## config.mk

```make
export PLATFORM = sky130hd
export DESIGN_NAME = midi_note_tx
export DESIGN_NICKNAME = d
export VERILOG_FILES = /design/src/rtl/midi_note_tx.sv
export SDC_FILE = /design/constraint.sdc
export NUM_CORES = 1
export LEC_CHECK = 0
export ABC_AREA = 1
export BUFFER_PORTS_ARGS = -buffer_cell sky130_fd_sc_hd__buf_4
export CAP_MARGIN = 15
export CORE_ASPECT_RATIO = 0.6
export CORE_MARGIN = 2
export CORE_UTILIZATION = 40
export CTS_BUF_LIST = sky130_fd_sc_hd__clkbuf_4 sky130_fd_sc_hd__clkbuf_8
export DETAILED_ROUTE_END_ITERATION = 10
export GPL_TIMING_DRIVEN = 0
export PLACE_DENSITY = 0.64
export SLEW_MARGIN = 10
export SYNTH_ARGS = -nofsm -noshare
export SYNTH_HDL_FRONTEND = slang
export SYNTH_SLANG_ARGS = --single-unit
```

## constraint.sdc

```tcl
create_clock -name data_clk -period 8 [get_ports data_clk]
set_clock_uncertainty 0.05 [all_clocks]
set_input_delay 0.4 -clock data_clk [delete_from_list [all_inputs] [get_ports data_clk]]
set_output_delay 0.4 -clock data_clk [all_outputs]
set_load 0.03 [all_outputs]
```

## src/rtl/midi_note_tx.sv

```systemverilog
// midi_note_tx: queues MIDI note on/off events in a small FIFO and serialises
// each one as a three-byte channel message (status, key, velocity) towards a
// byte-wide UART with a valid/ready handshake. A one-cycle all_off_req flushes
// the queue and sends All Notes Off (0xBn 0x7B 0x00) after the message in flight.
//
// Optional build macro: MIDI_RUNNING_STATUS_EN -- when defined, a status byte
// equal to the last one transmitted is suppressed (MIDI running status).
module midi_note_tx #(
    parameter int CHANNEL    = 0,
    parameter int FIFO_DEPTH = 4,
    parameter int FIFO_AW    = 2
) (
    input  logic               data_clk,
    input  logic               reset_reg_N,
    input  logic               ev_valid,
    output logic               ev_ready,
    input  logic               ev_note_on,
    input  logic [6:0]         ev_key,
    input  logic [6:0]         ev_vel,
    input  logic               all_off_req,
    output logic [7:0]         tx_byte,
    output logic               tx_valid,
    input  logic               tx_ready,
    output logic               busy,
    output logic [FIFO_AW:0]   fifo_level
);

    typedef enum logic [1:0] {
        ST_IDLE   = 2'd0,
        ST_STATUS = 2'd1,
        ST_DATA1  = 2'd2,
        ST_DATA2  = 2'd3
    } state_t;

    localparam logic [3:0]       CH_NIB  = CHANNEL[3:0];
    localparam logic [FIFO_AW:0] DEPTH_L = FIFO_DEPTH[FIFO_AW:0];
    localparam logic [FIFO_AW:0] PTR_ONE = {{FIFO_AW{1'b0}}, 1'b1};
    localparam logic [FIFO_AW:0] PTR_ZERO = {(FIFO_AW+1){1'b0}};

    // Builds a channel-voice status byte from its message-type nibble.
    function automatic logic [7:0] status_byte(input logic [3:0] kind);
        return {kind, CH_NIB};
    endfunction

    // FIFO storage: {note_on, key[6:0], vel[6:0]}
    logic [14:0]      mem_r [FIFO_DEPTH];
    logic [FIFO_AW:0] wr_ptr_r;
    logic [FIFO_AW:0] rd_ptr_r;
    logic [FIFO_AW:0] level_s;
    logic             empty_s;
    logic             full_s;
    logic             push_s;
    logic             pop_s;
    logic [14:0]      head_s;

    // Message sequencing
    state_t           state_r;
    logic [7:0]       tx_byte_r;
    logic             tx_valid_r;
    logic [7:0]       data1_r;
    logic [7:0]       data2_r;
    logic             pending_r;
    logic             rdy_en_r;
    logic             load_s;
    logic             skip_s;
    logic [7:0]       new_status_s;
    logic [7:0]       new_d1_s;
    logic [7:0]       new_d2_s;

`ifdef MIDI_RUNNING_STATUS_EN
    logic [7:0]       last_status_r;
    assign skip_s = (new_status_s == last_status_r);
`else
    assign skip_s = 1'b0;
`endif

    assign level_s    = wr_ptr_r - rd_ptr_r;
    assign empty_s    = (level_s == PTR_ZERO);
    assign full_s     = (level_s == DEPTH_L);
    assign head_s     = mem_r[rd_ptr_r[FIFO_AW-1:0]];

    // rdy_en_r keeps ev_ready low while in reset and until the first edge after it.
    assign ev_ready   = rdy_en_r && !full_s && !all_off_req;
    assign push_s     = ev_valid && ev_ready;

    assign tx_byte    = tx_byte_r;
    assign tx_valid   = tx_valid_r;
    assign fifo_level = level_s;
    assign busy       = (state_r != ST_IDLE) || !empty_s || pending_r;

    // Chooses the next message when idle: pending All Notes Off first, else FIFO head.
    // A fresh all_off_req blocks the pop so the flushed events are never sent.
    always_comb begin
        load_s       = 1'b0;
        pop_s        = 1'b0;
        new_status_s = 8'h00;
        new_d1_s     = 8'h00;
        new_d2_s     = 8'h00;
        if (state_r == ST_IDLE) begin
            if (pending_r) begin
                load_s       = 1'b1;
                new_status_s = status_byte(4'hB);
                new_d1_s     = 8'h7B;
                new_d2_s     = 8'h00;
            end else if (!all_off_req && !empty_s) begin
                load_s       = 1'b1;
                pop_s        = 1'b1;
                new_status_s = head_s[14] ? status_byte(4'h9) : status_byte(4'h8);
                new_d1_s     = {1'b0, head_s[13:7]};
                new_d2_s     = {1'b0, head_s[6:0]};
            end else begin
                load_s       = 1'b0;
            end
        end else begin
            load_s = 1'b0;
        end
    end

    // Event storage; contents need no reset because the pointers gate every read.
    always_ff @(posedge data_clk) begin
        if (push_s) begin
            mem_r[wr_ptr_r[FIFO_AW-1:0]] <= {ev_note_on, ev_key, ev_vel};
        end
    end

    // FIFO pointers: all_off_req flushes the queue on the same edge.
    always_ff @(posedge data_clk or negedge reset_reg_N) begin
        if (!reset_reg_N) begin
            wr_ptr_r <= PTR_ZERO;
            rd_ptr_r <= PTR_ZERO;
        end else if (all_off_req) begin
            wr_ptr_r <= PTR_ZERO;
            rd_ptr_r <= PTR_ZERO;
        end else begin
            if (push_s) begin
                wr_ptr_r <= wr_ptr_r + PTR_ONE;
            end
            if (pop_s) begin
                rd_ptr_r <= rd_ptr_r + PTR_ONE;
            end
        end
    end

    // Input-ready enable: rises on the first edge after reset release.
    always_ff @(posedge data_clk or negedge reset_reg_N) begin
        if (!reset_reg_N) begin
            rdy_en_r <= 1'b0;
        end else begin
            rdy_en_r <= 1'b1;
        end
    end

    // Message FSM with registered UART outputs and the All Notes Off pending flag.
    always_ff @(posedge data_clk or negedge reset_reg_N) begin
        if (!reset_reg_N) begin
            state_r       <= ST_IDLE;
            tx_byte_r     <= 8'h00;
            tx_valid_r    <= 1'b0;
            data1_r       <= 8'h00;
            data2_r       <= 8'h00;
            pending_r     <= 1'b0;
`ifdef MIDI_RUNNING_STATUS_EN
            last_status_r <= 8'h00;
`endif
        end else begin
            if (all_off_req) begin
                pending_r <= 1'b1;
            end else if ((state_r == ST_IDLE) && pending_r) begin
                pending_r <= 1'b0;
            end else begin
                pending_r <= pending_r;
            end

            case (state_r)
                ST_IDLE: begin
                    if (load_s) begin
                        data1_r    <= new_d1_s;
                        data2_r    <= new_d2_s;
                        tx_valid_r <= 1'b1;
                        if (skip_s) begin
                            tx_byte_r <= new_d1_s;
                            state_r   <= ST_DATA1;
                        end else begin
                            tx_byte_r <= new_status_s;
                            state_r   <= ST_STATUS;
                        end
                    end else begin
                        tx_valid_r <= 1'b0;
                        tx_byte_r  <= 8'h00;
                    end
                end
                ST_STATUS: begin
                    if (tx_ready) begin
`ifdef MIDI_RUNNING_STATUS_EN
                        last_status_r <= tx_byte_r;
`endif
                        tx_byte_r <= data1_r;
                        state_r   <= ST_DATA1;
                    end else begin
                        state_r   <= ST_STATUS;
                    end
                end
                ST_DATA1: begin
                    if (tx_ready) begin
                        tx_byte_r <= data2_r;
                        state_r   <= ST_DATA2;
                    end else begin
                        state_r   <= ST_DATA1;
                    end
                end
                ST_DATA2: begin
                    if (tx_ready) begin
                        tx_byte_r  <= 8'h00;
                        tx_valid_r <= 1'b0;
                        state_r    <= ST_IDLE;
                    end else begin
                        state_r    <= ST_DATA2;
                    end
                end
                default: begin
                    tx_byte_r  <= 8'h00;
                    tx_valid_r <= 1'b0;
                    state_r    <= ST_IDLE;
                end
            endcase
        end
    end

endmodule

```

==> summary.log <==
INFO  outcome        run_status=finished clean
INFO  sta            min_period_over_period=0.3859
INFO  global_route   total_congestion_overflow_after_global_routing=0
INFO  logic_synthesis netlist_area=3941um2
INFO  die            initial_utilization=0.4061
INFO  clock_network  tritoncts.num_buffers=9
INFO  placed_design  dp_worst_setup_slack=4.882ns
INFO  worst_setup_path critPathBufInv=2
INFO  placed_design  place_area=4394um2
INFO  sta            fin_ws=4.913ns
INFO  clock_network  ctsLongestPathBuffers=2
INFO  cells_and_area most_frequent_cells_in_the_layout=sky130_fd_sc_hd__edfxtp_1 (60), sky130_fd_sc_hd__nand2_1 (55), sky130_fd_sc_hd__nor2_1 (53)
INFO  cells_and_area final_layout_size_suffix_gt1_frac=0.1687
INFO  routing        wl_met2=3436um
INFO  clock_network  cts.repair.resized=0
INFO  worst_setup_path worst-path-max-fanout=15
INFO  logic_synthesis synth-seq-cells=93
INFO  sta            final.min_clock_period=3.087ns
INFO  power_and_ir_drop ir_drop=0.0001121V
INFO  sta            timing.setup.tns=0ns
INFO  global_route   wire_length_of_the_first_global_routing_pass=13,860um
INFO  sta            timing_hold_violations_final=0
INFO  die            die_area=10,690um2
INFO  placed_design  placed_cells_incl_taps=534
INFO  worst_setup_path cp_slowest_stage_delay=0.78ns
INFO  die            floorplan.io_pins=34
INFO  power_and_ir_drop finalPower=1.145mW
INFO  job            timing.max_cap.violations=0
INFO  routing        drt_wl_total=8508um
INFO  cells_and_area layout_commonest_cell=sky130_fd_sc_hd__edfxtp_1
INFO  logic_synthesis post_synth_xor_area_fraction=0.004444
INFO  sta            tightestPinTransition=0.8664ns
INFO  placed_design  place.gp.congestion=0.8341
INFO  logic_synthesis synth_simple_gate_area_share=0.1816
INFO  logic_synthesis post_synth_mux_area_share=0
INFO  logic_synthesis syn_inst=364
INFO  worst_hold_path worst_hold_path_type=in2reg
INFO  routing        drc=0
INFO  logic_synthesis yosysSeqAreaShare=0.6667
INFO  sta            maxClockFrequency=323.9MHz
INFO  sta            slew_headroom=0.4218
INFO  cells_and_area fin_nets=438
INFO  clock_network  clock_tree_from_tritoncts=built
INFO  global_route   grt_pass1_vias=2,672
INFO  cells_and_area num_antenna_cells=0
INFO  routing        route.detailed.wl_per_inst=15.47um
INFO  cells_and_area post_layout_nonfiller_instances=550
INFO  die            core_region_area=9704um2
INFO  worst_setup_path critical_path_required=7.94ns
INFO  routing        highest-signal-layer=met4
INFO  cells_and_area layout.cell_area.non_filler=4572um2
INFO  worst_setup_path critical_path.startpoint_type=flip-flop
INFO  sta            grt_setup_unrepaired=false
INFO  logic_synthesis synth_largest_type_area_fraction=0.4571
INFO  die            floorplan.die.width=132.2um
INFO  cells_and_area areaGrowthSynthToFinish=16.00%
INFO  sta            setup_viol=0
INFO  routing        route.met3.wl=551um
INFO  die            placementRows=28
INFO  logic_synthesis synth_top_family_by_area=simple AND/OR/NAND/NOR gates
INFO  worst_setup_path crit_path_end_kind=flip-flop
INFO  worst_setup_path arrival_worst_endpoint=3.03ns
INFO  global_route   grt_antenna_before_repair=0
INFO  die            die_ht=80.89um
INFO  clock_network  clk_pin_slew=0.09ns
INFO  logic_synthesis post_synth_fa_ha_maj_area_fraction=0.02413
INFO  worst_setup_path type_of_the_worst_setup_path=reg2reg
INFO  routing        first_iter_violations=180
INFO  routing        detail_route.first_pass.iterations=4
INFO  logic_synthesis post_synth_num_cell_types=28
INFO  worst_setup_path kind_of_cell_with_the_highest_combined_delay_on_the_critical_path=simple AND/OR/NAND/NOR gates
INFO  sta            number_of_slew_limit_violations_in_the_final_report=0
INFO  worst_setup_path path_cells=inv_1, ha_1, fa_1, inv_1, nand2_1, nand2_1, nand2_1, nand3_1, nand3_1, nor2_2
INFO  routing        met1_length=4439um
INFO  logic_synthesis top_cell_type_by_total_area_after_synthesis=sky130_fd_sc_hd__edfxtp_1
INFO  power_and_ir_drop leakagePower=1.879nW
INFO  logic_synthesis synth_area_leaders=sky130_fd_sc_hd__edfxtp_1 (46%), sky130_fd_sc_hd__dfrtp_1 (21%), sky130_fd_sc_hd__nor2_1 (5.4%), sky130_fd_sc_hd__o21ai_0 (5.3%), sky130_fd_sc_hd__nand2_1 (5.2%)
INFO  placed_design  place_hpwl=5874um
INFO  logic_synthesis syn_area_per_cell=10.83um2
INFO  worst_setup_path critPathMostFrequentCell=sky130_fd_sc_hd__nand2_1
INFO  logic_synthesis synth.yosys.warnings=0
INFO  worst_setup_path slowest_stage_cell_on_the_critical_path=sky130_fd_sc_hd__nor2_2
INFO  power_and_ir_drop pwr_density_cell=250.4nW/um2
INFO  routing        antenna_violating_nets_post_route=0
INFO  global_route   grt_max_degree=34
INFO  clock_network  cts_root_buffer=sky130_fd_sc_hd__clkbuf_8
INFO  logic_synthesis synth_nets=391
INFO  logic_synthesis synth_compound_gate_area_share=0.07746
INFO  clock_network  clkLatencyLatePin=0.37ns
INFO  placed_design  placement.io_buffers=33
INFO  clock_network  cts_num_sinks=93
INFO  clock_network  htree_levels=3
INFO  routing        route.vias.total=2,759
INFO  routing        route.detailed.vias_per_inst=5.016
INFO  global_route   grt_util_all_layers=0.1725
==> per-layer routing <==
| layer | vias to the layer above | track usage |
|---|---|---|
| met5 | - | 0 |
| met4 | 0 | 0.05761 |
| met3 | 11 | 0.04869 |
| met2 | 69 | 0.2443 |
| met1 | 1337 | 0.2550 |
| li1 | 1342 | - |
==> registers in the layout (all words and copies together), names as in the netlist <==
name / cells
state_r: 2
mem_r: 60
tx_valid: 1
data1_r: 7
rd_ptr_r: 3
wr_ptr_r: 3
data2_r: 7
pending_r: 1
rdy_en_r: 1
tx_byte: 8
==> power breakdown <==
| part | internal (mW) | switching (mW) |
|---|---|---|
| Combinational | 0.0925 | 0.179 |
| Clock | 0.115 | 0.161 |
| Sequential | 0.565 | 0.0329 |
| Total | 0.772 | 0.372 |
==> worst paths after layout <==
| check | start | end | slack, ns | depth (start not counted) |
|---|---|---|---|---|
| min | ev_vel[6] | mem_r[3][6]$_DFFE_PP_ | 0.18 | 1 |
| max in group asynchronous | reset_reg_N | rd_ptr_r[0]$_DFFE_PN0P_ | 7.10 | 2 |
| max reg2reg | wr_ptr_r[0]$_DFFE_PN0P_ | mem_r[0][13]$_DFFE_PP_ | 4.91 | 10 |
| min reg2reg | data1_r[2]$_DFFE_PN0P_ | data1_r[2]$_DFFE_PN0P_ | 0.43 | 2 |
| max | wr_ptr_r[0]$_DFFE_PN0P_ | mem_r[0][13]$_DFFE_PP_ | 4.91 | 10 |
| min in group asynchronous | reset_reg_N | tx_valid$_DFFE_PN0P_ | 0.48 | 2 |
==> final cells by class <==
| cell class | count | area (um2) |
|---|---|---|
| Tap cell | 135 | 168.9 |
| Inverter | 27 | 101.3 |
| Fill cell | 877 | 5132 |
| Clock inverter | 5 | 36.28 |
| Buffer | 16 | 75.07 |
| Sequential cell | 93 | 2628 |
| Clock buffer | 10 | 131.4 |
| Multi-Input combinational cell | 228 | 1147 |
| Timing Repair Buffer | 36 | 284.0 |
==> synth_stat cells <==
cell type / instances
sky130_fd_sc_hd__nand2_1: 55
sky130_fd_sc_hd__nor2_2: 1
sky130_fd_sc_hd__inv_1: 25
sky130_fd_sc_hd__nor2_4: 1
sky130_fd_sc_hd__ha_1: 6
sky130_fd_sc_hd__clkbuf_1: 9
sky130_fd_sc_hd__xor2_1: 1
sky130_fd_sc_hd__nand2_2: 1
sky130_fd_sc_hd__dfrtp_1: 33
sky130_fd_sc_hd__conb_1: 1
sky130_fd_sc_hd__o21ai_0: 42
sky130_fd_sc_hd__clkinv_1: 1
sky130_fd_sc_hd__inv_2: 1
sky130_fd_sc_hd__buf_6: 1
sky130_fd_sc_hd__edfxtp_1: 60
sky130_fd_sc_hd__nor2_1: 57
sky130_fd_sc_hd__nand3_1: 31
sky130_fd_sc_hd__nand3_2: 2
sky130_fd_sc_hd__a41oi_1: 1
sky130_fd_sc_hd__buf_2: 5
sky130_fd_sc_hd__nand2_4: 3
sky130_fd_sc_hd__o22ai_1: 8
sky130_fd_sc_hd__clkbuf_2: 1
sky130_fd_sc_hd__xnor2_1: 1
sky130_fd_sc_hd__a21oi_1: 1
sky130_fd_sc_hd__a31oi_1: 5
sky130_fd_sc_hd__fa_1: 1
sky130_fd_sc_hd__nand4_1: 10
==> what timing repair did <==
action                                 CTS  global route
hold buffers                             1             0
endpoints found under the hold margin   33             0
setup buffers                            0             0
==> through the flow <==
step | hold slack [ns] | utilization
floorplan | 0.05441 | -
detailed placement | 0.3209 | 0.4528
global route | 0.1593 | 0.4711
global placement | 0.3225 | 0.4491
finish | 0.1824 | 0.4711
CTS | 0.1653 | 0.4711
==> cells by family after synthesis <==
family	after synthesis
AOI/OAI and AO/OA	57
xor gates and xnor gates	2
buffers and inverters	43
adders and majority gates	7
DFF	93
and+or+nand+nor	161
other	1
Power figures use the tool's default switching activity.
